### src/rtl/param_renamer_pkg.sv
// Shared types for the register renamer: FSM state, default-width table entry
// views and the writeback-group width helper.
package cva5_types;

    typedef enum logic {
        INIT = 1'b0,
        RUN  = 1'b1
    } renamer_state_t;

    // Entry views at the default configuration (64 physical registers, 2 groups).
    typedef logic [5:0] phys_addr_t;
    typedef logic [0:0] wb_group_t;

    typedef struct packed {
        phys_addr_t phys;
        wb_group_t  group;
    } spec_table_t;

    typedef struct packed {
        logic [4:0]  rd;
        phys_addr_t  phys;
        spec_table_t prev;
    } renamer_metadata_t;

    function automatic int group_width(input int groups);
        return (groups > 1) ? $clog2(groups) : 1;
    endfunction

endpackage

### src/rtl/param_renamer_if.sv
// Decode/issue/retire bus of the renamer. master drives requests into the
// renamer; slave is the renamer side.
interface param_renamer_if #(
    parameter int ARCH_REGS     = 32,
    parameter int PHYS_REGS     = 64,
    parameter int READ_PORTS    = 2,
    parameter int NUM_WB_GROUPS = 2,
    parameter int MAX_IDS       = 8
);
    import cva5_types::*;

    localparam int ARCH_W  = $clog2(ARCH_REGS);
    localparam int PHYS_W  = $clog2(PHYS_REGS);
    localparam int GROUP_W = group_width(NUM_WB_GROUPS);
    localparam int ID_W    = $clog2(MAX_IDS);
    localparam int COUNT_W = $clog2(PHYS_REGS) + 1;

    logic               flush;
    logic               rename_req;
    logic               rename_uses_rd;
    logic [ARCH_W-1:0]  rename_rd_addr;
    logic [GROUP_W-1:0] rename_rd_wb_group;
    logic [ARCH_W-1:0]  rename_rs_addr [READ_PORTS];
    logic               rename_ready;
    logic [PHYS_W-1:0]  phys_rs_addr [READ_PORTS];
    logic [GROUP_W-1:0] rs_wb_group [READ_PORTS];
    logic [PHYS_W-1:0]  phys_rd_addr;

    logic               issue_valid;
    logic               issue_uses_rd;
    logic [ARCH_W-1:0]  issue_rd_addr;
    logic [PHYS_W-1:0]  issue_phys_rd_addr;
    logic [ID_W-1:0]    issue_id;
    logic               issue_fire;

    logic               retire_valid;
    logic               retire_revert;
    logic [ID_W-1:0]    retire_id;

    logic               init_done;
    logic [COUNT_W-1:0] free_count;

    modport master (
        output flush, rename_req, rename_uses_rd, rename_rd_addr, rename_rd_wb_group,
               rename_rs_addr, issue_valid, issue_uses_rd, issue_rd_addr,
               issue_phys_rd_addr, issue_id, issue_fire, retire_valid,
               retire_revert, retire_id,
        input  rename_ready, phys_rs_addr, rs_wb_group, phys_rd_addr, init_done,
               free_count
    );

    modport slave (
        input  flush, rename_req, rename_uses_rd, rename_rd_addr, rename_rd_wb_group,
               rename_rs_addr, issue_valid, issue_uses_rd, issue_rd_addr,
               issue_phys_rd_addr, issue_id, issue_fire, retire_valid,
               retire_revert, retire_id,
        output rename_ready, phys_rs_addr, rs_wb_group, phys_rd_addr, init_done,
               free_count
    );

endinterface

### src/rtl/param_renamer_free_list.sv
// Circular free list of physical registers; rollback un-pops the last head.
module phys_free_list #(
    parameter int PHYS_REGS = 64,
    parameter int ARCH_REGS = 32
) (
    input  logic                         clk,
    input  logic                         rst,
    input  logic                         push,
    input  logic [$clog2(PHYS_REGS)-1:0] push_phys,
    input  logic                         pop,
    input  logic                         rollback,
    output logic [$clog2(PHYS_REGS)-1:0] head,
    output logic [$clog2(PHYS_REGS):0]   count
);
    localparam int DEPTH   = PHYS_REGS - ARCH_REGS;
    localparam int PTR_W   = (DEPTH > 1) ? $clog2(DEPTH) : 1;
    localparam int PHYS_W  = $clog2(PHYS_REGS);
    localparam int COUNT_W = PHYS_W + 1;

    logic [PTR_W-1:0]   rd_ptr_reg;
    logic [PTR_W-1:0]   wr_ptr_reg;
    logic [COUNT_W-1:0] count_reg;
    logic [COUNT_W-1:0] count_next;

    // Depth need not be a power of two, so wrap explicitly.
    function automatic logic [PTR_W-1:0] ptr_inc(input logic [PTR_W-1:0] p);
        return (p == PTR_W'(DEPTH - 1)) ? '0 : p + PTR_W'(1);
    endfunction

    function automatic logic [PTR_W-1:0] ptr_dec(input logic [PTR_W-1:0] p);
        return (p == '0) ? PTR_W'(DEPTH - 1) : p - PTR_W'(1);
    endfunction

    lutram_1w_1r #(.WIDTH(PHYS_W), .DEPTH(DEPTH), .ADDR_W(PTR_W)) storage (
        .clk   (clk),
        .we    (push),
        .waddr (wr_ptr_reg),
        .wdata (push_phys),
        .raddr (rd_ptr_reg),
        .rdata (head)
    );

    always_comb begin
        count_next = count_reg + COUNT_W'(push) - COUNT_W'(pop) + COUNT_W'(rollback);
    end

    always_ff @(posedge clk) begin
        if (!rst) begin
            rd_ptr_reg <= '0;
            wr_ptr_reg <= '0;
            count_reg  <= '0;
        end else begin
            if (push) begin
                wr_ptr_reg <= ptr_inc(wr_ptr_reg);
            end
            if (pop) begin
                rd_ptr_reg <= ptr_inc(rd_ptr_reg);
            end else if (rollback) begin
                rd_ptr_reg <= ptr_dec(rd_ptr_reg);
            end
            count_reg <= count_next;
        end
    end

    always_ff @(posedge clk) begin
        if (rst) begin
            assert (!(push && !pop && count_reg == COUNT_W'(DEPTH)));
            assert (!(pop && count_reg == '0));
        end
    end

    assign count = count_reg;
endmodule

### src/rtl/param_renamer_lutram.sv
// Distributed-RAM building blocks: one write port, asynchronous read port(s).
module lutram_1w_1r #(
    parameter int WIDTH  = 8,
    parameter int DEPTH  = 32,
    parameter int ADDR_W = $clog2(DEPTH)
) (
    input  logic              clk,
    input  logic              we,
    input  logic [ADDR_W-1:0] waddr,
    input  logic [WIDTH-1:0]  wdata,
    input  logic [ADDR_W-1:0] raddr,
    output logic [WIDTH-1:0]  rdata
);
    logic [WIDTH-1:0] mem [DEPTH];

    always_ff @(posedge clk) begin
        if (we) begin
            mem[waddr] <= wdata;
        end
    end

    assign rdata = mem[raddr];
endmodule

module lutram_1w_mr #(
    parameter int WIDTH    = 8,
    parameter int DEPTH    = 32,
    parameter int NUM_READ = 2,
    parameter int ADDR_W   = $clog2(DEPTH)
) (
    input  logic              clk,
    input  logic              we,
    input  logic [ADDR_W-1:0] waddr,
    input  logic [WIDTH-1:0]  wdata,
    input  logic [ADDR_W-1:0] raddr [NUM_READ],
    output logic [WIDTH-1:0]  rdata [NUM_READ]
);
    logic [WIDTH-1:0] mem [DEPTH];

    always_ff @(posedge clk) begin
        if (we) begin
            mem[waddr] <= wdata;
        end
    end

    genvar gi;
    generate
        for (gi = 0; gi < NUM_READ; gi++) begin : g_read
            assign rdata[gi] = mem[raddr[gi]];
        end
    endgenerate
endmodule

### src/rtl/param_renamer.sv
// Register renamer: speculative map table, free list and per-ID in-use table
// supporting flush rollback and retire-time commit/revert.
module param_renamer
    import cva5_types::*;
#(
    parameter int ARCH_REGS     = 32,
    parameter int PHYS_REGS     = 64,
    parameter int READ_PORTS    = 2,
    parameter int NUM_WB_GROUPS = 2,
    parameter int MAX_IDS       = 8,
    parameter int RENAME_ZERO   = 0
) (
    input logic           clk,
    input logic           rst,
    param_renamer_if.slave bus
);
    localparam int ARCH_W     = $clog2(ARCH_REGS);
    localparam int PHYS_W     = $clog2(PHYS_REGS);
    localparam int GROUP_W    = group_width(NUM_WB_GROUPS);
    localparam int COUNT_W    = PHYS_W + 1;
    localparam int SPEC_PORTS = READ_PORTS + 1;

    typedef struct packed {
        logic [PHYS_W-1:0]  phys;
        logic [GROUP_W-1:0] group;
    } spec_entry_t;

    typedef struct packed {
        logic [ARCH_W-1:0] rd;
        logic [PHYS_W-1:0] phys;
        spec_entry_t       prev;
    } inuse_entry_t;

    localparam int SPEC_W  = $bits(spec_entry_t);
    localparam int INUSE_W = $bits(inuse_entry_t);

    renamer_state_t     state_reg;
    logic [PHYS_W-1:0]  init_count_reg;
    spec_entry_t        prev_reg;

    logic               in_init;
    logic               running;
    logic               init_arch;
    logic               ready;
    logic               rd_ok;
    logic               rename_active;
    logic               rollback;
    logic               revert_active;
    logic               fl_push;
    logic [PHYS_W-1:0]  fl_push_phys;
    logic [PHYS_W-1:0]  free_head;
    logic [COUNT_W-1:0] free_count;

    logic [ARCH_W-1:0]  spec_raddr [SPEC_PORTS];
    logic [SPEC_W-1:0]  spec_rdata [SPEC_PORTS];
    logic               spec_we;
    logic [ARCH_W-1:0]  spec_waddr;
    spec_entry_t        spec_wdata;
    spec_entry_t        spec_old;
    inuse_entry_t       inuse_wdata;
    logic [INUSE_W-1:0] inuse_rdata;
    inuse_entry_t       retire_entry;

    always_ff @(posedge clk) begin
        if (!rst) begin
            state_reg      <= INIT;
            init_count_reg <= '0;
        end else begin
            case (state_reg)
                INIT: begin
                    if (init_count_reg == PHYS_W'(PHYS_REGS - 1)) begin
                        state_reg <= RUN;
                    end
                    init_count_reg <= init_count_reg + PHYS_W'(1);
                end
                default: ;
            endcase
        end
    end

    assign in_init   = (state_reg == INIT);
    assign running   = (state_reg == RUN);
    assign init_arch = (init_count_reg < PHYS_W'(ARCH_REGS));
    assign ready     = running && (free_count != '0);
    assign rd_ok     = (RENAME_ZERO != 0) || (bus.rename_rd_addr != '0);

    assign rename_active = bus.rename_req && ready && !bus.flush && bus.rename_uses_rd && rd_ok;
    assign rollback      = bus.flush && bus.issue_valid && bus.issue_uses_rd &&
                           ((RENAME_ZERO != 0) || (bus.issue_rd_addr != '0));
    assign revert_active = running && bus.retire_valid && bus.retire_revert;

    // During INIT the upper physical registers seed the free list; afterwards
    // retirement returns either the superseded mapping or the discarded one.
    assign fl_push      = in_init ? !init_arch : (running && bus.retire_valid);
    assign fl_push_phys = in_init ? init_count_reg :
                          (bus.retire_revert ? retire_entry.phys : retire_entry.prev.phys);

    phys_free_list #(.PHYS_REGS(PHYS_REGS), .ARCH_REGS(ARCH_REGS)) free_list (
        .clk       (clk),
        .rst       (rst),
        .push      (fl_push),
        .push_phys (fl_push_phys),
        .pop       (rename_active),
        .rollback  (rollback),
        .head      (free_head),
        .count     (free_count)
    );

    always_comb begin
        spec_we    = 1'b0;
        spec_waddr = bus.rename_rd_addr;
        spec_wdata = '{phys: free_head, group: bus.rename_rd_wb_group};
        if (in_init) begin
            spec_we    = init_arch;
            spec_waddr = init_count_reg[ARCH_W-1:0];
            spec_wdata = '{phys: init_count_reg, group: '0};
        end else if (revert_active) begin
            spec_we    = 1'b1;
            spec_waddr = retire_entry.rd;
            spec_wdata = retire_entry.prev;
        end else if (rollback) begin
            spec_we    = 1'b1;
            spec_waddr = bus.issue_rd_addr;
            spec_wdata = prev_reg;
        end else if (rename_active) begin
            spec_we    = 1'b1;
        end
    end

    genvar gi;
    generate
        for (gi = 0; gi < READ_PORTS; gi++) begin : g_src
            spec_entry_t src_entry;
            assign spec_raddr[gi]       = bus.rename_rs_addr[gi];
            assign src_entry            = spec_rdata[gi];
            assign bus.phys_rs_addr[gi] = src_entry.phys;
            assign bus.rs_wb_group[gi]  = src_entry.group;
        end
    endgenerate

    // The extra read port fetches the mapping being replaced by the rename.
    assign spec_raddr[READ_PORTS] = bus.rename_rd_addr;
    assign spec_old               = spec_rdata[READ_PORTS];

    lutram_1w_mr #(.WIDTH(SPEC_W), .DEPTH(ARCH_REGS), .NUM_READ(SPEC_PORTS), .ADDR_W(ARCH_W)) spec_table (
        .clk   (clk),
        .we    (spec_we),
        .waddr (spec_waddr),
        .wdata (spec_wdata),
        .raddr (spec_raddr),
        .rdata (spec_rdata)
    );

    always_ff @(posedge clk) begin
        if (rename_active) begin
            prev_reg <= spec_old;
        end
    end

    assign inuse_wdata  = '{rd: bus.issue_rd_addr, phys: bus.issue_phys_rd_addr, prev: prev_reg};
    assign retire_entry = inuse_rdata;

    lutram_1w_1r #(.WIDTH(INUSE_W), .DEPTH(MAX_IDS)) inuse_table (
        .clk   (clk),
        .we    (bus.issue_fire),
        .waddr (bus.issue_id),
        .wdata (inuse_wdata),
        .raddr (bus.retire_id),
        .rdata (inuse_rdata)
    );

    always_ff @(posedge clk) begin
        if (rst) begin
            assert (!(bus.flush && bus.retire_revert));
        end
    end

    assign bus.rename_ready = ready;
    assign bus.phys_rd_addr = rd_ok ? free_head : '0;
    assign bus.init_done    = running;
    assign bus.free_count   = free_count;
endmodule

### src/flat_wrapper.sv
// flat-port wrapper written by rule: the top's interface ports become plain ports
module param_renamer_flat import cva5_types::*;
#(
    parameter int ARCH_REGS     = 32,
    parameter int PHYS_REGS     = 64,
    parameter int READ_PORTS    = 2,
    parameter int NUM_WB_GROUPS = 2,
    parameter int MAX_IDS       = 8,
    parameter int RENAME_ZERO   = 0
)
  (clk, rst, bus_flush, bus_rename_req, bus_rename_uses_rd, bus_rename_rd_addr, bus_rename_rd_wb_group, bus_rename_rs_addr, bus_issue_valid, bus_issue_uses_rd, bus_issue_rd_addr, bus_issue_phys_rd_addr, bus_issue_id, bus_issue_fire, bus_retire_valid, bus_retire_revert, bus_retire_id, bus_rename_ready, bus_phys_rs_addr, bus_rs_wb_group, bus_phys_rd_addr, bus_init_done, bus_free_count);
  param_renamer_if #(.ARCH_REGS(ARCH_REGS), .PHYS_REGS(PHYS_REGS), .READ_PORTS(READ_PORTS), .NUM_WB_GROUPS(NUM_WB_GROUPS), .MAX_IDS(MAX_IDS)) bus_i ();
  input logic clk;
  input logic rst;
  input wire logic [$bits(bus_i.flush)-1:0] bus_flush;
  input wire logic [$bits(bus_i.rename_req)-1:0] bus_rename_req;
  input wire logic [$bits(bus_i.rename_uses_rd)-1:0] bus_rename_uses_rd;
  input wire logic [$bits(bus_i.rename_rd_addr)-1:0] bus_rename_rd_addr;
  input wire logic [$bits(bus_i.rename_rd_wb_group)-1:0] bus_rename_rd_wb_group;
  input wire logic [$bits(bus_i.rename_rs_addr)-1:0] bus_rename_rs_addr;
  input wire logic [$bits(bus_i.issue_valid)-1:0] bus_issue_valid;
  input wire logic [$bits(bus_i.issue_uses_rd)-1:0] bus_issue_uses_rd;
  input wire logic [$bits(bus_i.issue_rd_addr)-1:0] bus_issue_rd_addr;
  input wire logic [$bits(bus_i.issue_phys_rd_addr)-1:0] bus_issue_phys_rd_addr;
  input wire logic [$bits(bus_i.issue_id)-1:0] bus_issue_id;
  input wire logic [$bits(bus_i.issue_fire)-1:0] bus_issue_fire;
  input wire logic [$bits(bus_i.retire_valid)-1:0] bus_retire_valid;
  input wire logic [$bits(bus_i.retire_revert)-1:0] bus_retire_revert;
  input wire logic [$bits(bus_i.retire_id)-1:0] bus_retire_id;
  output wire logic [$bits(bus_i.rename_ready)-1:0] bus_rename_ready;
  output wire logic [$bits(bus_i.phys_rs_addr)-1:0] bus_phys_rs_addr;
  output wire logic [$bits(bus_i.rs_wb_group)-1:0] bus_rs_wb_group;
  output wire logic [$bits(bus_i.phys_rd_addr)-1:0] bus_phys_rd_addr;
  output wire logic [$bits(bus_i.init_done)-1:0] bus_init_done;
  output wire logic [$bits(bus_i.free_count)-1:0] bus_free_count;
  assign bus_i.flush = bus_flush;
  assign bus_i.rename_req = bus_rename_req;
  assign bus_i.rename_uses_rd = bus_rename_uses_rd;
  assign bus_i.rename_rd_addr = bus_rename_rd_addr;
  assign bus_i.rename_rd_wb_group = bus_rename_rd_wb_group;
  assign bus_i.rename_rs_addr = {>>{bus_rename_rs_addr}};
  assign bus_i.issue_valid = bus_issue_valid;
  assign bus_i.issue_uses_rd = bus_issue_uses_rd;
  assign bus_i.issue_rd_addr = bus_issue_rd_addr;
  assign bus_i.issue_phys_rd_addr = bus_issue_phys_rd_addr;
  assign bus_i.issue_id = bus_issue_id;
  assign bus_i.issue_fire = bus_issue_fire;
  assign bus_i.retire_valid = bus_retire_valid;
  assign bus_i.retire_revert = bus_retire_revert;
  assign bus_i.retire_id = bus_retire_id;
  assign bus_rename_ready = bus_i.rename_ready;
  assign bus_phys_rs_addr = {>>{bus_i.phys_rs_addr}};
  assign bus_rs_wb_group = {>>{bus_i.rs_wb_group}};
  assign bus_phys_rd_addr = bus_i.phys_rd_addr;
  assign bus_init_done = bus_i.init_done;
  assign bus_free_count = bus_i.free_count;
  param_renamer #(.ARCH_REGS(ARCH_REGS), .PHYS_REGS(PHYS_REGS), .READ_PORTS(READ_PORTS), .NUM_WB_GROUPS(NUM_WB_GROUPS), .MAX_IDS(MAX_IDS), .RENAME_ZERO(RENAME_ZERO)) u_core (.clk(clk), .rst(rst), .bus(bus_i));
endmodule
### config.mk
export PLATFORM = sky130hd
export DESIGN_NAME = param_renamer_flat
export DESIGN_NICKNAME = d
export VERILOG_FILES = /design/src/rtl/param_renamer_pkg.sv /design/src/rtl/param_renamer_if.sv /design/src/rtl/param_renamer_free_list.sv /design/src/rtl/param_renamer_lutram.sv /design/src/rtl/param_renamer.sv /design/src/flat_wrapper.sv
export SDC_FILE = /design/constraint.sdc
export NUM_CORES = 1
export LEC_CHECK = 0
export CAP_MARGIN = 40
export CELL_PAD_IN_SITES_DETAIL_PLACEMENT = 1
export CELL_PAD_IN_SITES_GLOBAL_PLACEMENT = 1
export CORE_ASPECT_RATIO = 1.5
export CORE_MARGIN = 2
export CORE_UTILIZATION = 30
export DETAILED_ROUTE_END_ITERATION = 8
export PLACE_DENSITY = 0.49
export SLEW_MARGIN = 20
export SYNTH_ARGS = -nofsm -noshare
export SYNTH_HDL_FRONTEND = slang
export SYNTH_SLANG_ARGS = --single-unit
### constraint.sdc
create_clock -name clk -period 5.3 [get_ports clk]
set_input_delay 1.06 -clock clk [delete_from_list [all_inputs] [get_ports clk]]
set_output_delay 1.06 -clock clk [all_outputs]
set_load 0.01 [all_outputs]
==> results of run 1 <==
[kinds of logic after synthesis]
| family | count (synthesis) | share of synthesized area |
|---|---|---|
| fa+ha+maj | 19 | 0.00915 |
| xor+xnor | 8 | 0.00254 |
| compound gates | 156 | 0.0395 |
| flops | 596 | 0.637 |
| simple gates | 267 | 0.0468 |
| mux | 367 | 0.244 |
| buf+inv | 119 | 0.0211 |
[cell usage after synthesis, drive strengths merged, types with 6 or more instances]
library cell | number | area share
a22oi | 39 | 0.011
or3 | 8 | 0.0024
nor3 | 15 | 0.0031
o211ai | 8 | 0.0022
nor2 | 113 | 0.015
and3 | 8 | 0.0018
clkbuf | 34 | 0.0046
a221oi | 6 | 0.0019
mux2 | 23 | 0.0094
o22ai | 8 | 0.0018
a21oi | 28 | 0.0051
mux2i | 106 | 0.039
nand2 | 42 | 0.0058
a31oi | 9 | 0.0023
nor2b | 11 | 0.0025
buf | 64 | 0.014
nand2b | 13 | 0.0029
nand3 | 35 | 0.0067
dfxtp | 29 | 0.021
mux4 | 238 | 0.20
o21ai | 27 | 0.0053
inv | 20 | 0.0027
edfxtp | 567 | 0.62
ha | 17 | 0.0077
[worst min-delay path, delay by kind of cell (launching register included)]
family / cells / cell delay [ns]
flops: 1 / 0.33
simple gates: 1 / 0.07
compound gates: 1 / 0.07
[path summary, 6_finish.rpt]
kind                                    endpoint  slack (ns)  cells after the start
setup / recovery             bus_phys_rd_addr[5]        0.38                      7
hold / removal    u_core.free_list.rd_ptr_reg[4]        0.53                      2
setup reg to reg       u_core.free_list.count[6]        1.28                     15
hold reg to reg   u_core.free_list.rd_ptr_reg[4]        0.53                      2
[final cells by class]
class	count	area [sq um]
Inverter	21	78.8
Timing Repair Buffer	174	1580
Fill cell	9043	59000
Sequential cell	596	17600
Tap cell	1173	1470
Clock inverter	49	557
Clock buffer	66	1580
Multi-Input combinational cell	817	9550
[report_power, final]
| group | internal (mW) | switching (mW) | total [mW] |
|---|---|---|---|
| sequential | 5.21 | 0.0474 | 5.25 |
| combinational | 0.449 | 0.536 | 0.985 |
| clock | 2.65 | 1.96 | 4.61 |
| total | 8.31 | 2.54 | 10.9 |
[metal layers]
layer	GRT usage	up-vias	share of wire
li1	-	6658	-
met3	0.0209	135	0.032
met4	0.0650	6	0.037
met5	0	-	0.00044
met2	0.345	317	0.56
met1	0.205	8125	0.37
[per-stage QoR]
| stage | util | power (mW) | instances |
|---|---|---|---|
| floorplan | - | 5.93 | 1532 |
| global placement | 0.331 | 6.36 | 2778 |
| detailed placement | 0.331 | 6.36 | 2780 |
| CTS | 0.354 | 11.0 | 2895 |
| global route | 0.355 | 11.2 | 2896 |
| finish | 0.355 | 10.9 | 2896 |
[cells in the final DEF (no fill, tap or decap), types with 20 or more instances in the layout]
cell and count:
buf_4 97, clkbuf_16 62, a22oi_1 37, mux2i_1 105, mux4_2 228, dfxtp_1 27
mux2_2 23, nand2_1 41, o21ai_0 20, clkdlybuf4s50_1 63, nand3_1 33, nor2_1 107
a21oi_1 28, edfxtp_1 567
==> results.yml, run 1 <==
status:
  status: "finished clean"
die:
  num_rows: 136
  core_sq_um: 91400
  die_h_microns: 376
  die_w_microns: 252
  initial_core_util: 0.302
  num_io_pins: 72
  dieArea_sq_um: 94600
sta:
  period_needed_ns: 4.92
  hold_ws_ns: 0.532
  max_freq_ghz: 0.203
  fin_crit_sh: 0.929
  fin_setup_tns_ns: 0
  slew_violations: 0
  relSlewSlack: 0.469
  finalClockSkew_ns: 0.0354
  setup_ws_ns: 0.378
  rsz0062_at_grt: "false"
  setup_viol: 0
  hold_violations: 0
  worst_pin_slew_ns: 0.795
worst_setup_path:
  critPathLaunchType: "register"
  worstSetupPathType: "register to output port"
  crit_chain: "nor2b_1 -> a22oi_1 -> and3_1 -> a31oi_1 -> o311a_1 -> nor2_1 -> clkdlybuf4s50_1"
  worstReg2RegStart: "u_core.bus.init_done"
  cp-end-kind: "output port"
  crit_fanout: 40
  cp.required_ns: 4.24
  worstPathArrival_ns: 3.86
  critPathSlowestCell: "dfxtp_4"
  critical-path-max-stage-delay_ns: 0.78
  cp_top_family: "simple AND/OR/NAND/NOR gates"
  critPathBufInv: 1
yosys:
  synth_edf_count: 567
  synth_area_per_cell_sq_um: 18.0
  yosysUniqueCellTypes: 69
  synth_area_sq_um: 27600
  syn_nets: 1594
  ys_ff_latch: 596
  yosys_most_used_dff: "edfxtp_1"
  synth_cells: 1532
  async_flop_share: 0
  yosysSeqAreaShare: 0.637
  synth.yosys.warnings: 0
clock_network:
  numCtsBuffers: 61
  cts_buffer_depth: 3
  h-tree-depth: 2
  post-cts-setup-buffers: 0
  path_clk_slew_ns: 0.07
  clk_latency_ns: 0.66
  tritoncts: "built"
  hold_buffers: 0
  cts_resized: 0
  cts.sink_count: 596
  cts_root_buf: "clkbuf_16"
placement:
  dp_slack_ns: 0.614
  dp_hpwl_microns: 58400
  dpl_cell_area_sq_um: 30300
  io_buffers: 71
  gp_congestion: 0.776
global_routing:
  grt_remaining_overflow: 0
  grt_max_degree: 68
  grt.total_usage: 0.180
  grt_pass1_vias: 16624
  antenna_found_initial: 3
  grt_pass1_wl_microns: 123000
final_layout:
  fin_area_sq_um: 32400
  drive_gt1_frac: 0.294
  reg.largest.list: "u_core.spec_table.mem x224, u_core.free_list.storage.mem x192, u_core.inuse_table.mem x144"
  final_nets: 1733
  diodes: 0
  synthToLayoutAreaGrowth_pct: 17.4
  largest-register: "u_core.spec_table.mem"
  largest_reg_flops: 224
route:
  drtPass1Iterations: 7
  ant_nets: 0
  viasPerCell: 5.26
  drtIter0Drc: 937
  drc: 0
  vias: 15241
  routed_wl_microns: 84300
  wire_per_inst_microns: 29.1
worst_hold_path:
  worstHoldPathType: "register to register"
  hold_path_startpoint: "u_core.free_list.rd_ptr_reg[4]"
flow_run:
  drv_cap: 0
pwr:
  vdd_drop_max_v: 0.000249
  leakagePower_nw: 10.3
  power_density_nw_per_um2: 335
No activity file was read; power rests on OpenSTA's default activity.
==> run 2, diff against run 1 <==
- CTS_BUF_LIST: not set -> sky130_fd_sc_hd__clkbuf_2 sky130_fd_sc_hd__clkbuf_4 sky130_fd_sc_hd__clkbuf_8
==> run 2 against run 1 <==
Count of clock-buffer cells in the layout grew 50. Critical endpoint unchanged. Largest cell class unchanged. Total power shrank 3.9%. Global-route usage grew 0.22 points. Combinational power is essentially flat. Highest routed layer unchanged. First-iteration DRC count shrank 5.8%.
==> results.yml, run 2 (synthesis gave the netlist of run 1 again) <==
pwr:
  power_density_nw_per_um2: 323
  leakagePower_nw: 10.3
  vdd_drop_max_v: 0.000178
worst_setup_path:
  crit_chain: "nor2b_1 -> a22oi_1 -> and3_1 -> a31oi_1 -> o311a_1 -> nor2_1 -> clkdlybuf4s50_1"
  cp-end-kind: "output port"
  worstSetupPathType: "register to output port"
  cp_top_family: "simple AND/OR/NAND/NOR gates"
  worstPathArrival_ns: 3.99
  critPathSlowestCell: "dfxtp_4"
  critical-path-max-stage-delay_ns: 0.78
  crit_fanout: 40
  critPathBufInv: 1
  critPathLaunchType: "register"
  cp.required_ns: 4.24
global_routing:
  top_usage_layer: "met2"
  grt_pass1_vias: 16997
  grt_max_degree: 68
  grt_pass1_wl_microns: 124000
  use_met3: 0.0262
  met2_usage: 0.350
  grt_remaining_overflow: 0
  grt.total_usage: 0.183
  grt_util_met1: 0.203
  antenna_found_initial: 3
final_layout:
  largest_reg_flops: 224
  final_common_cell: "edfxtp_1"
  multiInputGateArea_sq_um: 9550
  mostFrequentLayoutCells: "edfxtp_1, mux4_2, nor2_1"
  n_fill_cell: 9133
  synthToLayoutAreaGrowth_pct: 16.9
  drive_gt1_frac: 0.314
  reg.largest.list: "u_core.spec_table.mem x224, u_core.free_list.storage.mem x192, u_core.inuse_table.mem x144"
  final_nets: 1769
  largest-register: "u_core.spec_table.mem"
  fin_area_sq_um: 32300
  regArea_sq_um: 17600
status:
  status: "finished clean"
route:
  drtIter0Drc: 883
  drtPass1Iterations: 5
  wire_per_inst_microns: 28.7
  viasPerCell: 5.22
  routed_wl_microns: 85100
  vias: 15468
  drc: 0
  ant_nets: 0
sta:
  finalClockSkew_ns: 0.0364
  max_freq_ghz: 0.198
  rsz0062_at_grt: "false"
  fin_setup_tns_ns: 0
  setup_viol: 0
  fin_crit_sh: 0.953
  hold_violations: 0
  slew_violations: 0
  relSlewSlack: 0.473
  worst_pin_slew_ns: 0.787
  period_needed_ns: 5.05
die:
  dieArea_sq_um: 94600
  die_h_microns: 376
  die_w_microns: 252
  core_sq_um: 91400
  initial_core_util: 0.302
  num_rows: 136
  num_io_pins: 72
clock_network:
  post-cts-setup-buffers: 0
  h-tree-depth: 3
  cts_resized: 0
  hold_buffers: 0
  cts_root_buf: "clkbuf_8"
  cts.sink_count: 596
  tritoncts: "built"
  numCtsBuffers: 97
  path_clk_slew_ns: 0.06
  cts_buffer_depth: 3
  clk_latency_ns: 0.75
worst_hold_path:
  worstHoldPathType: "register to register"
placement:
  dp_hpwl_microns: 58400
  dpl_cell_area_sq_um: 30300
  io_buffers: 71
  gp_congestion: 0.776
flow_run:
  drv_cap: 0
==> run 2: changes by cell type in the layout (fill, tap and decap cells not counted), moves of 5 or more <==
cell        change
clkinv_2       +11
clkbuf_8      +101
clkbuf_16      -62
clkinv_4        -8
clkinvlp_4      +5
clkbuf_4       +14
clkinv_1       +14
==> run 2: area by class of cell <==
class / instances / share of cell area
antenna: 1 / 0.0000775
clock buffer: 116 / 0.0467
clock inverter: 65 / 0.0153
inverter: 21 / 0.00244
multi-input combinational: 817 / 0.296
sequential: 596 / 0.545
tap: 1173 / 0.0455
timing repair buffer: 174 / 0.0489
==> run 2: path summary, 6_finish.rpt <==
kind | to | slack, ns | start | depth (start not counted)
min | u_core.free_list.rd_ptr_reg[4] | 0.53 | u_core.free_list.rd_ptr_reg[4] | 2
max | bus_phys_rd_addr[5] | 0.25 | register | 7
min reg2reg | u_core.free_list.rd_ptr_reg[4] | 0.53 | u_core.free_list.rd_ptr_reg[4] | 2
max reg2reg | u_core.spec_table.mem[31][5] | 1.25 | u_core.bus.init_done | 8
==> run 2: per-stage QoR <==
stage          instances  hold slack (ns)  setup slack [ns]  power (mW)  utilization
4_1_cts             2961            0.531             0.180        10.6        0.353
5_1_grt             2963            0.556             0.104        10.8        0.353
3_3_place_gp        2778            0.499             0.595        6.36        0.331
3_5_place_dp        2780            0.511             0.614        6.36        0.331
6_report            2963            0.531             0.247        10.4        0.353
2_1_floorplan       1532            0.475             0.744        5.93            -
==> run 2: report_power, final <==
part / switching (mW) / internal, mW / leakage, nW
combinational: 0.537 / 0.449 / 3.85
sequential: 0.0477 / 5.21 / 5.47
clock: 1.99 / 2.20 / 1.01
total: 2.57 / 7.86 / 10.3
==> run 2: metal layers <==
layer  wire (microns)  vias up
met5               27        -
met4             2700        4
met3             2670      136
met2            48000      310
met1            31700     8284
li1                 -     6734
==> run 2: worst min-delay path, delay by kind of cell, from the launching register on <==
kind	cells	cell delay, ns
flip-flops	1	0.33
AND/OR/NAND/NOR	1	0.07
AO/OA/AOI/OAI	1	0.07
